[config.mk]
export PLATFORM = sky130hd
export DESIGN_NAME = dlart_console_fifo
export DESIGN_NICKNAME = d
export VERILOG_FILES = /design/src/rtl/dlart_pkg.sv /design/src/rtl/dlart_console_fifo_sync_fifo.sv /design/src/rtl/dlart_console_fifo.sv
export SDC_FILE = /design/constraint.sdc
export NUM_CORES = 1
export LEC_CHECK = 0
export BUFFER_PORTS_ARGS = -buffer_cell sky130_fd_sc_hd__buf_4
export CAP_MARGIN = 20
export CORE_UTILIZATION = 50
export CTS_CLUSTER_SIZE = 25
export DETAILED_ROUTE_END_ITERATION = 10
export PLACE_DENSITY_LB_ADDON = 0.08
export SETUP_SLACK_MARGIN = 0.02
export SLEW_MARGIN = 10
export SYNTH_ARGS = -nofsm -noshare
export SYNTH_HDL_FRONTEND = slang
export SYNTH_SLANG_ARGS = --single-unit
[constraint.sdc]
create_clock -name clk -period 4.8 [get_ports clk]
set_input_delay 0.48 -clock clk [delete_from_list [all_inputs] [get_ports clk]]
set_output_delay 0.48 -clock clk [all_outputs]
set_load 0.05 [all_outputs]
[src/rtl/dlart_pkg.sv]
// Shared constants for the DLART console FIFO: host register map and bit positions
// within the STATUS and CTRL registers.
package dlart_pkg;

    typedef enum logic [1:0] {
        REG_STATUS = 2'd0,
        REG_DATA   = 2'd1,
        REG_CTRL   = 2'd2,
        REG_RSVD   = 2'd3
    } reg_addr_e;

    localparam int ST_TXNE    = 0;
    localparam int ST_RXNF    = 1;
    localparam int ST_OVR     = 2;
    localparam int ST_CNT_LSB = 3;

    localparam int CT_FLUSH   = 0;
    localparam int CT_CLROVR  = 1;

    localparam int DATA_W     = 8;

endpackage

[src/rtl/dlart_console_fifo_sync_fifo.sv]
// Synchronous show-ahead FIFO with one extra pointer bit for full/empty.
// Flush has priority over push and pop; head reads 0 while empty.
module sync_fifo
    import dlart_pkg::*;
#(
    parameter int DEPTH_LOG2 = 4,
    parameter int WIDTH      = DATA_W
) (
    input  logic                  clk,
    input  logic                  rstb,
    input  logic                  push_i,
    input  logic                  pop_i,
    input  logic                  flush_i,
    input  logic [WIDTH-1:0]      wdata_i,
    output logic [WIDTH-1:0]      head_o,
    output logic                  full_o,
    output logic [DEPTH_LOG2:0]   count_o
);

    localparam int DEPTH = 1 << DEPTH_LOG2;

    logic [WIDTH-1:0]      mem_q [DEPTH];
    logic [DEPTH_LOG2:0]   wrPtr_q, wrPtr_d;
    logic [DEPTH_LOG2:0]   rdPtr_q, rdPtr_d;
    logic                  empty;
    logic                  popOk;
    logic                  pushOk;

    assign empty  = (wrPtr_q == rdPtr_q);
    assign full_o = (wrPtr_q[DEPTH_LOG2] != rdPtr_q[DEPTH_LOG2]) &&
                    (wrPtr_q[DEPTH_LOG2-1:0] == rdPtr_q[DEPTH_LOG2-1:0]);
    assign popOk  = pop_i && !empty;
    // A pop in the same cycle frees the slot, so a push into a full FIFO still lands.
    assign pushOk = push_i && (!full_o || popOk);

    assign count_o = wrPtr_q - rdPtr_q;
    assign head_o  = empty ? '0 : mem_q[rdPtr_q[DEPTH_LOG2-1:0]];

    always_comb begin
        wrPtr_d = wrPtr_q;
        rdPtr_d = rdPtr_q;
        if (flush_i) begin
            wrPtr_d = '0;
            rdPtr_d = '0;
        end else begin
            if (pushOk) wrPtr_d = wrPtr_q + 1'b1;
            if (popOk)  rdPtr_d = rdPtr_q + 1'b1;
        end
    end

    always_ff @(posedge clk) begin
        if (!rstb) begin
            wrPtr_q <= '0;
            rdPtr_q <= '0;
        end else begin
            wrPtr_q <= wrPtr_d;
            rdPtr_q <= rdPtr_d;
        end
    end

    always_ff @(posedge clk) begin
        if (pushOk && !flush_i) mem_q[wrPtr_q[DEPTH_LOG2-1:0]] <= wdata_i;
    end

endmodule

[src/rtl/dlart_console_fifo.sv]
// Console byte buffer between the DLART bus emulation and the Apple II slot window.
// Optional sticky overrun flag enabled by defining DLART_OVERRUN_EN.
module dlart_console_fifo
    import dlart_pkg::*;
#(
    parameter int DEPTH_LOG2  = 4,
    parameter int SYNC_STAGES = 2
) (
    input  logic        clk,
    input  logic        rstb,
    input  logic        odt_tx_stb,
    input  logic [7:0]  odt_tx_data,
    output logic        odt_tx_rdy,
    input  logic        odt_rx_stb,
    output logic [7:0]  odt_rx_data,
    output logic        odt_rx_rdy,
    input  logic [1:0]  host_addr,
    input  logic        host_rd,
    input  logic        host_wr,
    input  logic [7:0]  host_wdata,
    output logic [7:0]  host_rdata,
    output logic        irq
);

    localparam int SETTLE_W = $clog2(SYNC_STAGES + 2);
    localparam logic [SETTLE_W-1:0] SETTLE_DONE = SETTLE_W'(SYNC_STAGES + 1);

    logic [SYNC_STAGES-1:0] txSync_q, rxSync_q;
    logic                   txPrev_q, rxPrev_q;
    logic [SETTLE_W-1:0]    settle_q;
    logic                   armed, txEdge, rxEdge;

    logic                   txPopReq, rxPushReq, ctrlWr, flush;
    logic [7:0]             txHead, rxHead;
    logic                   txFull, rxFull, txNotEmpty, rxNotEmpty;
    logic [DEPTH_LOG2:0]    txCount, rxCount;
    logic                   ovr;
    logic [7:0]             status;

    // Edges are masked until the synchroniser has refilled after reset, so a strobe
    // that was already high when reset released never looks like a fresh edge.
    assign armed  = (settle_q == SETTLE_DONE);
    assign txEdge = armed && txSync_q[SYNC_STAGES-1] && !txPrev_q;
    assign rxEdge = armed && rxSync_q[SYNC_STAGES-1] && !rxPrev_q;

    always_ff @(posedge clk) begin
        if (!rstb) begin
            txSync_q <= '0;
            rxSync_q <= '0;
            txPrev_q <= 1'b0;
            rxPrev_q <= 1'b0;
            settle_q <= '0;
        end else begin
            txSync_q <= {txSync_q[SYNC_STAGES-2:0], odt_tx_stb};
            rxSync_q <= {rxSync_q[SYNC_STAGES-2:0], odt_rx_stb};
            txPrev_q <= txSync_q[SYNC_STAGES-1];
            rxPrev_q <= rxSync_q[SYNC_STAGES-1];
            if (!armed) settle_q <= settle_q + 1'b1;
        end
    end

    assign txPopReq  = host_rd && (host_addr == REG_DATA);
    assign rxPushReq = host_wr && (host_addr == REG_DATA);
    assign ctrlWr    = host_wr && (host_addr == REG_CTRL);
    assign flush     = ctrlWr && host_wdata[CT_FLUSH];

    sync_fifo #(.DEPTH_LOG2(DEPTH_LOG2), .WIDTH(8)) u_txFifo (
        .clk     (clk),
        .rstb    (rstb),
        .push_i  (txEdge),
        .pop_i   (txPopReq),
        .flush_i (flush),
        .wdata_i (odt_tx_data),
        .head_o  (txHead),
        .full_o  (txFull),
        .count_o (txCount)
    );

    sync_fifo #(.DEPTH_LOG2(DEPTH_LOG2), .WIDTH(8)) u_rxFifo (
        .clk     (clk),
        .rstb    (rstb),
        .push_i  (rxPushReq),
        .pop_i   (rxEdge),
        .flush_i (flush),
        .wdata_i (host_wdata),
        .head_o  (rxHead),
        .full_o  (rxFull),
        .count_o (rxCount)
    );

    assign txNotEmpty = (txCount != '0);
    assign rxNotEmpty = (rxCount != '0);

`ifdef DLART_OVERRUN_EN
    logic ovr_q, ovr_d;
    logic txDrop, rxDrop;

    assign txDrop = txEdge && txFull && !(txPopReq && txNotEmpty) && !flush;
    assign rxDrop = rxPushReq && rxFull && !(rxEdge && rxNotEmpty) && !flush;

    // A drop in the same cycle as a clear keeps the flag set so no overrun is lost.
    always_comb begin
        ovr_d = ovr_q;
        if (ctrlWr && host_wdata[CT_CLROVR]) ovr_d = 1'b0;
        if (txDrop || rxDrop)                ovr_d = 1'b1;
    end

    always_ff @(posedge clk) begin
        if (!rstb) ovr_q <= 1'b0;
        else       ovr_q <= ovr_d;
    end

    assign ovr = ovr_q;
    assign irq = txNotEmpty || ovr_q;
`else
    assign ovr = 1'b0;
    assign irq = txNotEmpty;
`endif

    assign odt_tx_rdy  = !txFull;
    assign odt_rx_rdy  = rxNotEmpty;
    assign odt_rx_data = rxHead;

    always_comb begin
        status                      = '0;
        status[ST_TXNE]             = txNotEmpty;
        status[ST_RXNF]             = !rxFull;
        status[ST_OVR]              = ovr;
        status[7:ST_CNT_LSB]        = 5'(txCount);
    end

    always_comb begin
        case (host_addr)
            REG_STATUS: host_rdata = status;
            REG_DATA:   host_rdata = txHead;
            default:    host_rdata = 8'h00;
        endcase
    end

endmodule

After elaboration in Yosys (flattened, before gate mapping):

Memories as Yosys holds them, arrays and structs flattened. A register that Yosys moved wholly into a read port is not among the register bits.
Index checks and enable logic that the tools add are counted.

* input bits: 24
* memories kept: 2
* ROM bits: 0
* bits in writable memories: 256
* register bits after elaboration: 28
* latch bits: 0
* word-level logic and storage cells: 68

* mux-type cells: 11
* reduce and logical (&&, ||, !) cells: 29
* shift operators: 0
* bitwise operators: 1
* $mul: 0
* div/mod/pow operators: 0
* equal/unequal tests: 9
* add/subtract/negate cells: 7
* magnitude comparators: 0

Memory list
* u_rxFifo.mem_q: words 16, bits a word 8, rd ports 1, clocked after memory_dff 1, wr ports 1, line dlart_console_fifo_sync_fifo.sv:22 `logic [WIDTH-1:0] mem_q [DEPTH];`
* u_txFifo.mem_q: words 16, bits a word 8, rd ports 1, clocked after memory_dff 1, wr ports 1, line dlart_console_fifo_sync_fifo.sv:22

Operators with widths (number)
* $add 5x1->5 const B: 4
* $logic_and 1x1->1: 16
* $mux 4: 4
* $mux 8: 2
* $pmux 8 s2: 1
* $eq 5x5->1: 2
* $reduce_bool 5->1: 2
* $sub 5x5->5: 2
* $eq 4x4->1: 2
* $logic_not 1->1: 7
* $eq 2x2->1 const B: 2
* $mux 1: 4
* $add 2x1->2 const B: 1
* $eq 2x1->1 const B: 1
* $logic_not 2->1: 1
* $logic_or 1x1->1: 2
* $ne 1x1->1: 2
* $reduce_or 2->1: 1
* $not 1->1: 1

Depth between registers and ports, before layout:

* depth after elaboration: 9
* depth in mapped cells: 8
* depth with buffers taken out: 8

Hierarchy:

Synthesis repeated with hierarchy kept, for this count alone.

* cell total of the unflattened synthesis: 674
* area, all modules: 12140.4 µm²

By module, submodules not included
* sync_fifo: times used 2, area each 5848.1 µm², cells each 311, sequential area each 4124.0 µm²
* dlart_console_fifo: times used 1, area each 444.2 µm², cells each 52, sequential area each 160.2 µm²

Least setup slack after synthesis:

Ideal clock, no wire load.

* kind: flip-flop to output port
* from: register u_txFifo.wrPtr_q[0]
* to: output host_rdata[0]
* data arrival time: 2491 ps
* cell stages (with the launch flop): 9
* buffers on the path: 0
* required time: 4320 ps
* setup slack: 1829 ps
* cells stage by stage: dfxtp_1 -> inv_1 -> ha_1 -> fa_1 -> nand2b_1 -> a21oi_1 -> xnor2_1 -> or3_1 -> a211o_1

* word-level cells in the longest chain between the ends: 3
* elaborated cells on any way between the ends: 5
* those cells by class: add/sub: 1; eq/ne: 1; mux: 2; reduce/logical: 1

Ends and longest elaborated chain
* start: declaration: line dlart_console_fifo_sync_fifo.sv:23 `logic [DEPTH_LOG2:0] wrPtr_q, wrPtr_d;`
* start signal: assignment: line dlart_console_fifo_sync_fifo.sv:56 `wrPtr_q <= wrPtr_d;`
* $sub 5x5->5: line dlart_console_fifo_sync_fifo.sv:36 `assign count_o = wrPtr_q - rdPtr_q;`
* $reduce_bool 5->1: line dlart_console_fifo.sv:91 `assign txNotEmpty = (txCount != '0);`
* net irq: line dlart_console_fifo.sv:22 `output logic irq`
* $pmux 8 s2: line dlart_console_fifo.sv:133 `case (host_addr)`
* end: declaration: line dlart_console_fifo.sv:21 `output logic [7:0] host_rdata,`

The timed path passes the listed nets, and every way through them passes these cells.

==> metrics.md <==
| Metric | Value |
|---|---|
| Status | `finished clean` |
| Fin nets | `752` |
| Max Fclk | `0.284 GHz` |
| Final estimated routing congestion in global placement | `0.841` |
| Fillers | `1771` |
| Mapped Cells | `648` |
| Row cnt | `55` |
| Setup CP Type | `register to primary output` |
| Synth Cell Area | `11800 µm²` |
| Area contributors post-synth | `edfxtp_1 65%, mux4_2 9.4%, dfxtp_1 6.1%, mux4_1 2.9%, mux2i_1 2.4%` |
| Unrepaired setup endpoints after global routing | `no` |
| Design Area, Final | `13400 µm²` |
| DRT Pass-1 Iters | `5` |
| Share of layout cells above drive strength 1 | `20.3%` |
| I/O Buffers | `42` |
| Worst Tran Pin Value | `1.09 ns` |
| Setup TNS | `0 ns` |
| Pins over their slew limit | `0` |
| Worst rel slew slack | `26.9%` |
| GRT Util Overall | `20.8%` |
| Layout area overhead | `13.4%` |
| Synthesis warning total | `0` |
| CTS clk-pin slew, worst paths | `0.06 ns` |
| Startpoint type of the worst setup path | `register` |
| Fin crit share | `73.3%` |
| Final ANT Viol Nets | `0` |
| CTS resizes | `0` |
| Vias | `5894` |
| DR WL/cell | `23.1 µm` |
| Layout Utilization | `58.5%` |
| Crit path max fanout | `14` |
| Register area share after synthesis | `71.4%` |
| Hold-fix buffers, CTS | `0` |
| Clk root buf | `clkbuf_16` |
| Vias per cell | `5.65` |
| Synth top area share | `65.2%` |
| Post-CTS setup repair buffer count | `0` |
| DRT Wirelength | `24.1 mm` |
| Global-route wire length before repair | `36.7 mm` |
| Final Skew | `0.0133 ns` |
| Largest net degree at the start of global routing | `33` |
| Placed cell areas | `12500 µm²` |
| Post-synth net total | `692` |
| Antenna diodes | `0` |
| # clock sinks | `292` |
| Crit path time final | `3.52 ns` |
| H-tree depth | `1` |
| Worst min-delay path category | `input port to register` |
| Placed Cells | `989` |
| Routed length on met1 | `10.0 mm` |
| Max cap viols | `0` |
| Chip Height | `156 µm` |
| Most used DFF post-synth | `edfxtp_1` |
| Area occupied by multi-input gates | `3210 µm²` |
| Yosys reg bits | `292` |
| Initial Utilization | `51.6%` |
| Routed wl met3 | `916 µm` |
| Core Footprint | `22800 µm²` |
| Crit path arrival time | `3.04 ns` |
| Final setup viols | `0` |
| Synth unique cells | `45` |
| Initial antenna violation count | `0` |
| FF+latch area | `8410 µm²` |
| Die ar. | `24200 µm²` |
| WHS | `0.143 ns` |
| PwrDens | `377 nW/µm²` |
| Vias in the first global route | `6123` |
| Post-synth EDFFs | `256` |
| Grt ovf | `0` |
| Chip width | `156 µm` |
| Asr flop ratio synth | `0%` |
| Clock buffer depth | `3` |
| CP Capture Type | `primary output` |
| Top layer reached by signal wires | `met4` |
| Avg Inst Size Synth | `18.2 µm²` |
| Req. time, crit path | `4.32 ns` |
| Total CTS buffers | `30` |
| DP HPWL | `15.6 mm` |
| Fin cells | `1043` |
| Final hold vios | `0` |
| Worst VDD drop | `283 µV` |
| Num ports | `43` |
| Cell taking the most area after synthesis | `edfxtp_1` |
| P_leak | `4.31 nW` |
| 1st-iter DRT viols | `406` |
| CTS tree | `yes` |
| Worst-skew pair later-pin latency | `0.55 ns` |
| Met2 WL | `12.6 mm` |
| DRC violations left | `0` |
[stage by stage]
stage	worst slack (ns)	power (mW)
CTS	1.26	5.08
detailed placement	1.86	2.94
floorplan	1.83	2.88
global placement	1.67	2.94
global route	1.14	5.18
finish	1.28	5.04
[cells by family after synthesis]
family / Yosys count / synth area share [%]
buf+inv: 38 / 1.43
simple gates: 137 / 5.96
mux: 92 / 14.8
compound gates: 47 / 2.53
flops: 292 / 71.4
fa+ha+maj: 20 / 2.19
xor+xnor: 22 / 1.70
[state kept, by name (all words and copies together) (netlist names), named ones only]
signal and flops:
u_txFifo.wrPtr_q 5, rxPrev_q 1, u_txFifo.rdPtr_q 5, settle_q 2, txSync_q 2, rxSync_q 2, u_rxFifo.wrPtr_q 5, u_txFifo.mem_q 128
txPrev_q 1, u_rxFifo.mem_q 128, u_rxFifo.rdPtr_q 5
[layout make-up]
cell class / count / area share [%]
clock buffer: 36 / 5.95
clock inverter: 18 / 0.843
inverter: 13 / 0.365
multi-input combinational: 318 / 24.0
sequential: 292 / 62.9
tap: 313 / 2.93
timing repair buffer: 53 / 2.98
[cells in the mapped netlist (all sizes together), types with 2 or more instances]
cell type / number
clkbuf: 11
a22oi: 3
nand2: 21
inv: 13
a31oi: 4
and4: 3
nor2: 43
a21oi: 10
nand4: 7
o21ai: 10
nand3: 4
and2: 8
and3: 18
or3: 3
mux2i: 28
mux2: 2
edfxtp: 256
xor2: 11
nor3: 5
buf: 14
o22ai: 11
xnor2: 11
dfxtp: 36
nor2b: 6
nand2b: 10
mux4: 62
o221ai: 2
o311ai: 2
nor4: 2
ha: 19
nand3b: 5
[layer usage]
layer,up-vias,GRT usage [%]
met5,-,0
met4,0,5.79
li1,2705,-
met3,32,3.04
met1,3009,26.6
met2,148,37.1
[critical path: stages, from the launching register on]
cell	delay, ns
dfxtp_1	0.87
mux4_2	0.59
o311ai_0	0.54
o22ai_1	0.24
buf_4	0.25
[final timing paths]
check | startpoint | end | slack [ns] | depth (start not counted)
min reg2reg | txSync_q[0] | txSync_q[1] | 0.43 | 1
min | odt_rx_stb | rxSync_q[0] | 0.14 | 2
max | register | host_rdata[5] | 1.28 | 4
max reg2reg | u_txFifo.rdPtr_q[2] | u_txFifo.mem_q[5][7] | 1.86 | 7
[layout by cell type (no fill, tap or decap), types with 2 or more instances in the layout]
| cell | count |
|---|---|
| edfxtp_1 | 256 |
| buf_4 | 53 |
| mux4_2 | 49 |
| nor2_1 | 43 |
| dfxtp_1 | 35 |
| clkbuf_16 | 31 |
| mux2i_1 | 28 |
| nand2_1 | 21 |
| ha_1 | 19 |
| and3_1 | 18 |
| inv_1 | 13 |
| mux4_1 | 13 |
| xnor2_1 | 11 |
| o22ai_1 | 11 |
| xor2_1 | 10 |
| nand2b_1 | 10 |
| a21oi_1 | 10 |
| clkinv_1 | 9 |
| and2_1 | 8 |
| nand4_1 | 7 |
| o21ai_0 | 7 |
| nor2b_1 | 6 |
| nor3_1 | 5 |
| nand3b_1 | 5 |
| clkbuf_1 | 5 |
| clkinv_2 | 5 |
| nand3_1 | 4 |
| or3_1 | 3 |
| a22oi_1 | 3 |
| and4_1 | 3 |
| o21ai_1 | 3 |
| a31oi_1 | 3 |
| mux2_2 | 2 |
| o311ai_0 | 2 |
| o221ai_1 | 2 |
| nor4_1 | 2 |
| clkinvlp_4 | 2 |
[where the power goes]
group	internal, mW	total, mW	switching (mW)
combinational	0.0383	0.116	0.0779
clock	1.22	2.15	0.926
sequential	2.77	2.77	0.00508
total	4.03	5.04	1.01
Power figures use the tool's default switching activity.
